$ cat src/rtl/mem_port_arbiter.sv
// Round-robin arbiter sharing one fixed-latency single-ported memory between
// instruction fetch and data load/store; one access in flight at a time.
`timescale 1ns/1ps
module mem_port_arbiter #(
    parameter int DATA_WIDTH = 32,
    parameter int ADDR_WIDTH = 32,
    parameter int LAT        = 2
) (
    input  logic                  clk,
    input  logic                  rst,
    input  logic                  if_req,
    input  logic [ADDR_WIDTH-1:0] if_addr,
    output logic                  if_ack,
    output logic [DATA_WIDTH-1:0] if_rdata,
    output logic                  if_stall,
    input  logic                  dm_req,
    input  logic                  dm_we,
    input  logic [2:0]            dm_size,
    input  logic [ADDR_WIDTH-1:0] dm_addr,
    input  logic [DATA_WIDTH-1:0] dm_wdata,
    output logic                  dm_ack,
    output logic [DATA_WIDTH-1:0] dm_rdata,
    output logic                  dm_stall,
    output logic                  mem_req,
    output logic                  mem_we,
    output logic [2:0]            mem_size,
    output logic [ADDR_WIDTH-1:0] mem_addr,
    output logic [DATA_WIDTH-1:0] mem_wdata,
    input  logic [DATA_WIDTH-1:0] mem_rdata
);
    localparam int CNT_W = (LAT > 1) ? $clog2(LAT) : 1;
    localparam logic [CNT_W-1:0] CNT_LOAD = CNT_W'(LAT - 1);

    typedef enum logic {IDLE, WAIT} state_t;
    typedef enum logic {SRC_IF, SRC_DM} src_t;

    state_t           state, state_nx;
    src_t             owner, last_grant, grant;
    logic             owner_we;
    logic [CNT_W-1:0] cnt;
    logic             issue;

    // On a tie the requester that did not win last time gets the memory.
    always_comb begin
        grant = SRC_IF;
        if (if_req && dm_req) begin
            grant = (last_grant == SRC_IF) ? SRC_DM : SRC_IF;
        end else if (dm_req) begin
            grant = SRC_DM;
        end
    end

    always_ff @(posedge clk or negedge rst) begin
        if (!rst) begin
            state      <= IDLE;
            cnt        <= '0;
            last_grant <= SRC_DM;
            owner      <= SRC_IF;
            owner_we   <= 1'b0;
        end else begin
            state <= state_nx;
            if (issue) begin
                owner      <= grant;
                last_grant <= grant;
                owner_we   <= (grant == SRC_DM) && dm_we;
                cnt        <= CNT_LOAD;
            end else if (state == WAIT && cnt != '0) begin
                cnt <= cnt - 1'b1;
            end
        end
    end

    // rst gates the issue strobe so mem_* stay quiet while reset is held.
    always_comb begin
        state_nx  = state;
        issue     = 1'b0;
        mem_req   = 1'b0;
        mem_we    = 1'b0;
        mem_size  = '0;
        mem_addr  = '0;
        mem_wdata = '0;
        if_ack    = 1'b0;
        if_rdata  = '0;
        dm_ack    = 1'b0;
        dm_rdata  = '0;
        case (state)
            IDLE: begin
                if (rst && (if_req || dm_req)) begin
                    issue    = 1'b1;
                    state_nx = WAIT;
                    mem_req  = 1'b1;
                    if (grant == SRC_DM) begin
                        mem_we    = dm_we;
                        mem_size  = dm_size;
                        mem_addr  = dm_addr;
                        mem_wdata = dm_wdata;
                    end else begin
                        mem_size = 3'b010;
                        mem_addr = if_addr;
                    end
                end
            end
            WAIT: begin
                if (cnt == '0) begin
                    state_nx = IDLE;
                    if (owner == SRC_IF) begin
                        if_ack   = 1'b1;
                        if_rdata = mem_rdata;
                    end else begin
                        dm_ack = 1'b1;
                        if (!owner_we) dm_rdata = mem_rdata;
                    end
                end
            end
            default: state_nx = IDLE;
        endcase
        if_stall = if_req & ~if_ack;
        dm_stall = dm_req & ~dm_ack;
    end
endmodule

$ cat config.mk
export PLATFORM = sky130hd
export DESIGN_NAME = mem_port_arbiter
export DESIGN_NICKNAME = d
export VERILOG_FILES = /design/src/rtl/mem_port_arbiter.sv
export SDC_FILE = /design/constraint.sdc
export NUM_CORES = 1
export LEC_CHECK = 0
export ABC_CLOCK_PERIOD_IN_PS = 1400
export CAP_MARGIN = 30
export CORE_AREA = 4 4 102 104
export CTS_CLUSTER_SIZE = 12
export DETAILED_ROUTE_END_ITERATION = 10
export DIE_AREA = 0 0 106 108
export PLACE_DENSITY_LB_ADDON = 0.2
export SLEW_MARGIN = 10
export SYNTH_ARGS = -nofsm -noshare
export SYNTH_HDL_FRONTEND = slang
export SYNTH_SLANG_ARGS = --single-unit
$ cat constraint.sdc
create_clock -name clk -period 1.4 [get_ports clk]
set_clock_uncertainty 0.1 [all_clocks]
set_input_delay 0.21 -clock clk [delete_from_list [all_inputs] [get_ports clk]]
set_output_delay 0.21 -clock clk [all_outputs]
set_load 0.03 [all_outputs]
==> key figures <==
Setup path
  • Worst r2r dst: owner_we
  • WP data arrival: 1.57 ns
  • Required time of the critical path: 1.09 ns
  • Startpoint types: flip-flop
  • R2r setup slk: -0.22 ns
  • WS Path Type: flip-flop to output port
  • Max FO, Critical Path: 8
  • Worst Reg-to-Reg Cells: 7
  • Crit path from: last_grant
  • CP Capture Type: output port
  • Worst reg2reg path startpoint: last_grant
  • CP Capture Point: mem_addr[28]

Timing
  • Pins Over Slew Limit: 0
  • Hold Fails Final Rpt: 0
  • Period utilization: 135%
  • RSZ-0062 raised after global routing: yes
  • Max Clock Freq: 531 MHz
  • Min Clock Period, post-route: 1.88 ns
  • Worst-margin pin slew: 0.248 ns
  • Setup WS post-layout: -0.483 ns
  • Slew headroom: between 80% and 90%
  • Final setup viols: 139

Route
  • Antenna Nets Post-Route: 0
  • Starting DRT DRC Count: 47
  • Vias: 2,827
  • Drt wl/cell: 16.1 µm
  • Drt total wl: between 10,000 and 15,000 µm
  • Vias per cell: 4.18
  • Pre-Repair DR Iteration Count: 2
  • Drt drc: 0

GRT
  • Grt ovf: 0
  • First-pass GRT wire length: 16,100 µm
  • Initial antenna violation count: 1
  • Vias in the first global route: about 3,000
  • Largest net degree at the start of global routing: 34
  • Total track usage: between 10% and 20%

CTS
  • CTS H-tree lvls: 1
  • CTS tree: done
  • Clock transition at path regs: about 0.04 ns
  • Clk buf depth: 2
  • Clock sink total: 5
  • Clock tree root driver cell: clkbuf_8
  • Worst-skew pair later-pin latency: 0.22 ns
  • CTS Buf Count: 3
  • Hold_buf cts: 0

Synth
  • Ys flop type: dfrtp_1
  • Yosys Warn Count: 0
  • Yosys reg bits: 5
  • Mapped Avg Cell Area: approximately 5.9 µm²
  • Seq/Total Area, Yosys: 8.91%
  • Synth cell types: 22
  • Synthesized area: roughly 1400 µm²
  • Synth async-reset ratio: 100%
  • EDFF count, synth: 0
  • Cells after Synth: about 240
  • Post-synth net total: 378

Flow run
  • Max-Cap Viols: 0

Power
  • Design Power: 6.32 mW
  • Worst VDD drop: 0.679 mV
  • Power per Cell Area: 1070 nW/µm²
  • LEAKAGE: 2.61 nW

Final layout
  • Layout cells sized above 1: 67.5%
  • Sequential cell area: 126 µm²
  • Area grow syn2layout: 315%
  • Area of the multi-input gates: about 1900 µm²
  • Number of diodes: 0
  • # fillers: 843
  • Post-Route Utilization: 61.6%
  • Nets@finish: roughly 680

Floorplanning
  • Io pins: 273
  • Die area: 11,400 µm²
  • Row count: 36
  • Core box area: 9550 µm²
  • Die H: 108 µm
  • DIE WIDTH: about 110 µm
  • Starting Density: ~15%

Outcome
  • Status: complete, but fails checks
  • Failing checks: setup timing

Placement
  • HPWL Detailed: between 7000 and 8000 µm
  • I/O Buffers: 272
  • Routability Congestion: roughly 0.8

Worst hold path
  • Worst Hold Class: input pin to async pin
[cell type report]
cell class              count  share of cell area [%]
repair buffers            319                    61.6
inverters                   3                   0.276
flip-flops and latches      5                    2.15
well taps                 133                    2.83
clock buffers               4                   0.765
multi-input cells         213                    32.4
[repair_timing]
item	4_1_cts	5_1_grt
resized for setup	177	46
gates cloned	10	3
setup endpoints to repair	139	139
pin swaps	7	12
setup buffers	16	6
[power by group]
| part | total [mW] | internal, mW | switching, mW |
|---|---|---|---|
| Clock | 0.267 | 0.196 | 0.0715 |
| Combinational | 5.76 | 2.95 | 2.81 |
| Sequential | 0.292 | 0.226 | 0.0657 |
| Total | 6.32 | 3.37 | 2.95 |
[flip-flops by register name, summed over array words and instances (netlist names)]
| register | cells |
|---|---|
| cnt | 1 |
| owner | 1 |
| last_grant | 1 |
| owner_we | 1 |
| state | 1 |
[per-layer routing]
metal	vias up	track usage, %	share of wire [%]
li1	1361	-	-
met3	21	6.03	9.3
met1	1285	18.7	35
met2	158	33.5	53
met5	-	0	0.12
met4	2	4.16	2.0
[kinds of logic (layout without fill, tap and decap cells)]
group,after synthesis,after routing,share of synthesized area [%]
buffers and inverters,24,326,9.97
flip-flops,5,5,8.92
AND/OR/NAND/NOR,174,174,66.0
AO/OA/AOI/OAI,39,39,15.1
[placed cells by master (no fill, tap or decap), drive strengths merged]
cell type and instances:
o21bai 1, a22o 1, clkbuf 7, dlygate4sd2 3, nor2b 1, a21oi 32
a21boi 1, o21ai 1, nor3b 1, dfstp 1, dfrtp 4, inv 3
a21bo 1, nor2 4, clkdlybuf4s50 132, nand2b 1, and2 100, a21o 2
nand3b 1, nand2 66, buf 181
[worst max-delay path, cell delays in order (launching register included)]
cell,delay (ns)
dfstp_2,0.37
buf_6,0.12
a21boi_4,0.20
buf_4,0.16
buf_12,0.12
nand2_1,0.07
a21oi_2,0.16
buf_6,0.15
[synthesized netlist by cell type (all sizes together) (2+ instances only)]
cell type / count / area, µm²
and2: 100 / 626
buf: 14 / 104
inv: 3 / 11.3
dfrtp: 4 / 100
clkbuf: 7 / 26.3
nor2: 4 / 22.5
nand2: 66 / 248
a21o: 2 / 15.0
a21oi: 32 / 160
[per-stage QoR]
stage,cells,setup WS [ns],hold slack [ns],cell area (µm²),setup TNS (ns)
2_1_floorplan,242,-0.143,-0.186,2080,-9.82
3_3_place_gp,645,-0.615,0.409,4700,-47.63
3_5_place_dp,645,-0.644,0.422,4700,-49.94
4_1_cts,674,-0.474,0.00143,5760,-57.93
5_1_grt,677,-0.563,0.0114,5890,-68.61
6_report,677,-0.483,0.00111,5890,-58.53
[how the worst min path moves through the flow]
stage,cells past startpoint,endpoint,startpoint
floorplan,0,cnt,rst
global route,2,state,rst
detailed placement,1,owner_we,owner_we
finish,2,cnt,rst
CTS,2,cnt,rst
global placement,1,cnt,state
Note: power is estimated with default switching activity, not from simulation.
